File: config.mk
export PLATFORM = sky130hd
export DESIGN_NAME = prom_shadow_loader
export DESIGN_NICKNAME = d
export VERILOG_FILES = /design/src/rtl/prom_shadow_loader.sv
export SDC_FILE = /design/constraint.sdc
export NUM_CORES = 1
export LEC_CHECK = 0
export ABC_AREA = 1
export ABC_CLOCK_PERIOD_IN_PS = 9500
export BUFFER_PORTS_ARGS = -buffer_cell sky130_fd_sc_hd__buf_2
export CAP_MARGIN = 15
export CORE_UTILIZATION = 56
export DETAILED_ROUTE_END_ITERATION = 8
export GPL_TIMING_DRIVEN = 0
export PLACE_DENSITY_LB_ADDON = 0.12
export REMOVE_ABC_BUFFERS = 1
export SYNTH_ARGS = -nofsm -noshare
export SYNTH_HDL_FRONTEND = slang
export SYNTH_SLANG_ARGS = --single-unit
File: constraint.sdc
create_clock -name CLK -period 9.5 [get_ports CLK]
set_input_delay 1.425 -clock CLK [delete_from_list [all_inputs] [get_ports CLK]]
set_output_delay 1.425 -clock CLK [all_outputs]
set_load 0.1 [all_outputs]
File: src/rtl/prom_shadow_loader.sv
// prom_shadow_loader: walks a bipolar PROM with cycle-counted E/A timing and
// mirrors every byte into a synchronously readable shadow register file.
`timescale 1ns/1ps
module prom_shadow_loader #(
  parameter int   ADDR_WIDTH  = 5,
  parameter int   DATA_WIDTH  = 8,
  parameter int   EN_CYCLES   = 1,
  parameter int   WAIT_CYCLES = 2,
  parameter int   DIS_CYCLES  = 2,
  parameter logic E_ACTIVE    = 1'b1,
  parameter bit   AUTO_LOAD   = 1'b1
) (
  input  logic                  CLK,
  input  logic                  RST,
  input  logic                  START,
  output logic                  PROM_E,
  output logic [ADDR_WIDTH-1:0] PROM_A,
  input  logic [DATA_WIDTH-1:0] PROM_Q,
  output logic                  BUSY,
  output logic                  DONE,
  input  logic [ADDR_WIDTH-1:0] RD_ADDR,
  output logic [DATA_WIDTH-1:0] RD_DATA
);

  localparam int DEPTH  = 2**ADDR_WIDTH;
  localparam int MAX_ED = (EN_CYCLES > DIS_CYCLES) ? EN_CYCLES : DIS_CYCLES;
  localparam int MAX_C  = (WAIT_CYCLES > MAX_ED) ? WAIT_CYCLES : MAX_ED;
  localparam int CW     = $clog2(MAX_C + 1);

  localparam logic [CW-1:0] EN_LD   = CW'(EN_CYCLES - 1);
  localparam logic [CW-1:0] WAIT_LD = CW'(WAIT_CYCLES - 1);
  localparam logic [CW-1:0] DIS_LD  = CW'(DIS_CYCLES - 1);
  localparam logic [ADDR_WIDTH-1:0] A_LAST = '1;

  typedef enum logic [2:0] {
    S_IDLE,
    S_ENABLE,
    S_ACCESS,
    S_CAPTURE,
    S_DISABLE,
    S_DONE
  } state_t;

  state_t                r_state;
  logic [CW-1:0]         r_cnt;
  logic                  r_auto;
  logic                  r_e;
  logic [ADDR_WIDTH-1:0] r_a;
  logic                  r_busy;
  logic                  r_done;
  logic [DATA_WIDTH-1:0] r_mem [DEPTH];
  logic [DATA_WIDTH-1:0] r_rd;
  logic                  w_go;

  // r_auto is only live on the first clock after reset release
  assign w_go = ((r_state == S_IDLE) && (START || r_auto)) ||
                ((r_state == S_DONE) && START);

  always_ff @(posedge CLK or posedge RST) begin
    if (RST) begin
      r_state <= S_IDLE;
      r_cnt   <= '0;
      r_auto  <= AUTO_LOAD;
      r_e     <= ~E_ACTIVE;
      r_a     <= '0;
      r_busy  <= 1'b0;
      r_done  <= 1'b0;
      for (int i = 0; i < DEPTH; i++) r_mem[i] <= '0;
    end else begin
      r_auto <= 1'b0;
      if (w_go) begin
        r_state <= S_ENABLE;
        r_cnt   <= EN_LD;
        r_a     <= '0;
        r_e     <= E_ACTIVE;
        r_busy  <= 1'b1;
        r_done  <= 1'b0;
      end else begin
        unique case (r_state)
          S_ENABLE: begin
            if (r_cnt != '0) r_cnt <= r_cnt - 1'b1;
            else begin
              r_state <= S_ACCESS;
              r_cnt   <= WAIT_LD;
            end
          end
          S_ACCESS: begin
            if (r_cnt != '0) r_cnt <= r_cnt - 1'b1;
            else r_state <= S_CAPTURE;
          end
          S_CAPTURE: begin
            r_mem[r_a] <= PROM_Q;
            if (r_a != A_LAST) begin
              r_a     <= r_a + 1'b1;
              r_state <= S_ACCESS;
              r_cnt   <= WAIT_LD;
            end else begin
              r_e     <= ~E_ACTIVE;
              r_state <= S_DISABLE;
              r_cnt   <= DIS_LD;
            end
          end
          S_DISABLE: begin
            if (r_cnt != '0) r_cnt <= r_cnt - 1'b1;
            else begin
              r_state <= S_DONE;
              r_busy  <= 1'b0;
              r_done  <= 1'b1;
            end
          end
          default: ;
        endcase
      end
    end
  end

  // read-before-write: a same-cycle capture shows up one clock later
  always_ff @(posedge CLK or posedge RST) begin
    if (RST) r_rd <= '0;
    else     r_rd <= r_mem[RD_ADDR];
  end

  assign PROM_E  = r_e;
  assign PROM_A  = r_a;
  assign BUSY    = r_busy;
  assign DONE    = r_done;
  assign RD_DATA = r_rd;

endmodule

## After elaboration in Yosys (flattened, before gate mapping)

Index checks and enable logic that the tools add are counted.

| operators by class | value |
|---|---|
| add/sub/neg operators | 2 |
| magnitude comparators | 3 |
| bitwise gates (word level) | 3 |
| reductions and logical operators | 19 |
| multiplexer cells | 28 |
| equality and inequality tests | 12 |

Operators by type and width:

| cell | number |
|---|---|
| $bwmux W256 | 1 |
| $bmux W8 S5 | 1 |
| $demux W8 S5 | 1 |
| $mux W8 | 3 |
| $mux W3 | 5 |
| $mux W5 | 3 |
| $ge A6 B6 Y1 const B | 2 |
| $not A5 Y6 | 2 |
| $pmux W3 S4 | 1 |
| $reduce_and A2 Y1 | 5 |
| $mux W1 | 9 |
| $ne A3 B3 Y1 const B | 3 |
| $reduce_bool A2 Y1 | 4 |
| $eq A3 B2 Y1 const B | 2 |
| $eq A3 B3 Y1 const B | 2 |
| $lt A6 B1 Y1 const B | 1 |
| $mux W2 | 3 |
| $pmux W2 S3 | 1 |
| $add A5 B1 Y5 const B | 1 |
| $ne A5 B5 Y1 const B | 1 |
| $reduce_bool A5 Y1 | 1 |
| $ne A2 B2 Y1 const B | 2 |
| $reduce_and A4 Y1 | 1 |
| $reduce_bool A4 Y1 | 1 |
| 8 further kinds | 11 |

| word-level totals | value |
|---|---|
| word-level logic and storage cells | 107 |
| register bits after elaboration | 278 |
| input bits | 16 |

## Depth between registers and ports, before layout

| depth | value |
|---|---|
| depth after elaboration | 6 |
| mapped depth | 11 |

## Worst setup path after synthesis

No wires, ideal clock.

| timing path | value |
|---|---|
| path kind | register to output |
| start point | register r_a[4] (netlist: PROM_A[4]) |
| end point | output port PROM_A[4] |
| required time | 8.075 ns |
| cell stages (with the launch flop) | 1 |
| arrival | 1.002 ns |
| slack | 7.073 ns |
| path through | dfrtp_1 |

RTL lines:

| element | line | source |
|---|---|---|
| start, declared | 48 | `logic [ADDR_WIDTH-1:0] r_a;` |
| start signal, assigned | 94 | `r_a <= r_a + 1'b1;` |
| end, declared | 17 | `output logic [ADDR_WIDTH-1:0] PROM_A,` |

No word-level cell between the ends.

## Final worst setup path

| timing path | value |
|---|---|
| start point | input port RD_ADDR[0] |
| end point | register r_rd[4] (netlist: RD_DATA[4]) |

| on the way | value |
|---|---|
| word-level cells in the longest chain between the ends | 4 |

RTL lines:

| element | line | source |
|---|---|---|
| start, declared | 21 | `input logic [ADDR_WIDTH-1:0] RD_ADDR,` |
| $not A5 Y6 (not written as such) | 120 | `else r_rd <= r_mem[RD_ADDR];` |
| $bmux W8 S5 | 120 |  |
| $mux W8 (not written as such) (2 in series) | 120 |  |
| end signal, assigned | 120 |  |
| end, declared | 52 | `logic [DATA_WIDTH-1:0] r_rd;` |

Every way passes these cells. The select of a mux whose other input is x is not followed.
A chain may end at the register's enable or synchronous reset.

==> flow_summary.json <==
{
  "synth-edff-count": 0,
  "diodes": 0,
  "cts_buffer_depth": 3,
  "drv_slew": 0,
  "drt_iter0_markers": 1003,
  "relSlewSlack_pct": 24.2,
  "period_needed_ns": 3.51,
  "grt_pass1_wl_mm": 53.5,
  "io_pins": 32,
  "cts.sinks": 278,
  "port_buffers": 31,
  "ctsResizeCount": 0,
  "yosysUniqueCellTypes": 28,
  "fin_util_pct": 63.8,
  "cts-root-buf": "clkbuf_16",
  "syn-instance-count": 1598,
  "h-tree-depth": 1,
  "dieArea_um2": 23300,
  "synth_xor_area_share_pct": 0,
  "wl_per_cell_um": 17.3,
  "synth_top_family_by_area": "simple AND/OR/NAND/NOR gates",
  "required_ns": 9.91,
  "worstSetupPathType": "input pin to flip-flop",
  "gp_congestion": 0.776,
  "drt-total-wl_mm": 32.3,
  "final_cells": 1864,
  "remaining_drc_errors": 0,
  "area_delta_synth_final_pct": 10.7,
  "track_usage_pct": 28.8,
  "via_per_inst": 5.65,
  "fp.dieH_um": 153,
  "hold_viol": 0,
  "yosysWarningCount": 0,
  "clock_latency_ns": 0.57,
  "yosys.area_share.simple_pct": 29.0,
  "die_x_um": 153,
  "top_layer": "met4",
  "synth_commonest_cells": "nand2_1 (670), dfrtp_1 (277), o21ai_0 (247), nand3_1 (197), clkbuf_1 (72)",
  "wl_met3_mm": 1.80,
  "setup_viol_count_final": 0,
  "start_kind": "input pin",
  "synthFlopType": "dfrtp_1",
  "floorplan.rows": 54,
  "min_path_type": "flip-flop to flip-flop",
  "clock.fmax_mhz": 285,
  "antenna_found_initial": 0,
  "synth_adder_area_share_pct": 0.690,
  "num-nets-final": 1582,
  "grt_max_degree": 130,
  "ctsHoldBuffers": 0,
  "power.total_uw": 3760,
  "synth_area_leaders": "dfrtp_1 (55%), nand2_1 (20%), o21ai_0 (9.7%), nand3_1 (7.8%), clkbuf_1 (2.1%)",
  "max-vdd-ir-drop_mv": 0.188,
  "ys_ff_latch": 278,
  "antenna_left": 0,
  "met1_length_mm": 14.9,
  "place_hpwl_mm": 18.4,
  "start_util_pct": 57.6,
  "rsz0062_at_grt": "no",
  "yosys.area.top_type": "dfrtp_1",
  "num_vias": 10500,
  "skew_ns": 0.0298,
  "worst_ep_arrival_time_ns": 3.92,
  "clk_pin_slew_worst_paths_ns": 0.06,
  "yosysTopAreaCellShare_pct": 54.6,
  "p_per_area_nw_per_um2": 268,
  "worstSetupEndpointType": "flip-flop",
  "synth_most_common_cell": "nand2_1",
  "synth-compound-area-share_pct": 10.9,
  "cts_tree": "done",
  "syn_avg_cell_area_um2": 7.94,
  "cts_post_setup_buffers_inserted": 0,
  "async_flop_share_pct": 100,
  "post-route-period-util_pct": 36.9,
  "first_pass_iters": 7,
  "drive_gt1_share_pct": 6.82,
  "dp_cells": 1805,
  "grt_pass1_vias": 9994,
  "ys_seq_area_share_pct": 54.8,
  "numCtsBuffers": 31,
  "dr_wl_met2_mm": 15.0,
  "crit_fanout": 73,
  "overflow": 0,
  "coreArea_um2": 22000,
  "status": "finished clean",
  "netlist_area_um2": 12700,
  "synthMuxAreaShare_pct": 0,
  "p_leak_uw": 0.00729,
  "worst_pin_slew_ns": 1.14,
  "drv_cap": 0
}
==> through the flow <==
stage,setup TNS [ns],cell area [um^2],setup slack (ns),hold slack (ns)
floorplan,0,12200,0.411,0.453
global placement,-758.82,12700,-2.77,0.465
detailed placement,0,12900,5.49,0.473
CTS,0,14000,6.05,0.487
global route,0,14100,5.88,0.495
finish,0,14100,5.99,0.483
==> final cells by class <==
type / count / area, um^2
clock buffer: 44 / 925
clock inverter: 14 / 181
fill: 1936 / 7980
inverter: 33 / 134
multi-input combinational: 1177 / 5160
sequential: 278 / 6960
tap: 280 / 350
timing repair buffer: 38 / 345
==> layer usage <==
metal / global-route usage, % / up-vias
met5: 0 / -
met2: 46.9 / 314
met4: 7.55 / 0
li1: - / 5120
met3: 4.12 / 52
met1: 40.7 / 5049
==> flip-flops by register name (all words and copies together), names as in the netlist <==
register,count
DONE,1
r_state,3
r_mem,256
BUSY,1
r_cnt,2
PROM_A,5
PROM_E,1
r_auto,1
RD_DATA,8
==> report_power, final <==
| part | leakage, uW | internal (uW) | switching (uW) |
|---|---|---|---|
| clock | 0.000542 | 783 | 486 |
| sequential | 0.00271 | 1490 | 180 |
| combinational | 0.00404 | 266 | 554 |
==> path summary, 6_finish.rpt <==
check	startpoint	depth (start not counted)	slack, ns	endpoint
min reg2reg	r_mem[144]$_DFFE_PP0P_	2	0.48	r_mem[144]$_DFFE_PP0P_
max	RD_ADDR[0]	12	5.99	RD_DATA[4]$_DFF_PP0_
max reg2reg	PROM_A[4]$_DFFE_PP0P_	4	7.37	r_mem[106]$_DFFE_PP0P_
min in group asynchronous	RST	2	0.88	r_mem[171]$_DFFE_PP0P_
max in group asynchronous	RST	3	7.61	r_mem[111]$_DFFE_PP0P_
min	r_mem[144]$_DFFE_PP0P_	2	0.48	r_mem[144]$_DFFE_PP0P_
==> layout by cell type, fill, tap and decap left out <==
cell type	count
a21oi_1	5
a31oi_1	1
buf_12	1
buf_16	6
buf_2	29
buf_4	2
bufinv_16	4
clkbuf_1	3
clkbuf_16	31
clkbuf_8	10
clkinv_2	6
clkinvlp_4	3
conb_1	1
dfrtp_1	277
dfstp_2	1
ha_1	7
inv_1	29
inv_2	2
inv_4	1
inv_6	1
inv_8	1
nand2_1	670
nand2_2	1
nand3_1	197
nand3_4	1
nand3b_1	1
nand4_1	1
nor2_1	10
nor2_4	4
nor3_1	4
nor3_2	3
nor4_1	1
o21a_1	1
o21ai_0	247
o21ai_1	21
o21ai_2	1
==> worst max-delay path, cell delays in order <==
cell	delay, ns
buf_4	0.60
buf_16	0.34
inv_4	0.38
buf_16	0.35
nand2_1	0.11
nand3_1	0.09
nand3_1	0.12
nand2_1	0.10
nand2_1	0.09
nand2_1	0.08
nand2_1	0.06
nand2_1	0.09
==> cells by family (layout without fill, tap and decap cells) <==
kind of cell,count (synthesis),count (layout)
adder cells (fa/ha/maj),7,7
other,1,1
flip-flops,278,278
buffers and inverters,143,129
AO/OA/AOI/OAI,276,276
AND/OR/NAND/NOR,893,893
(Power assumes the default switching activity.)
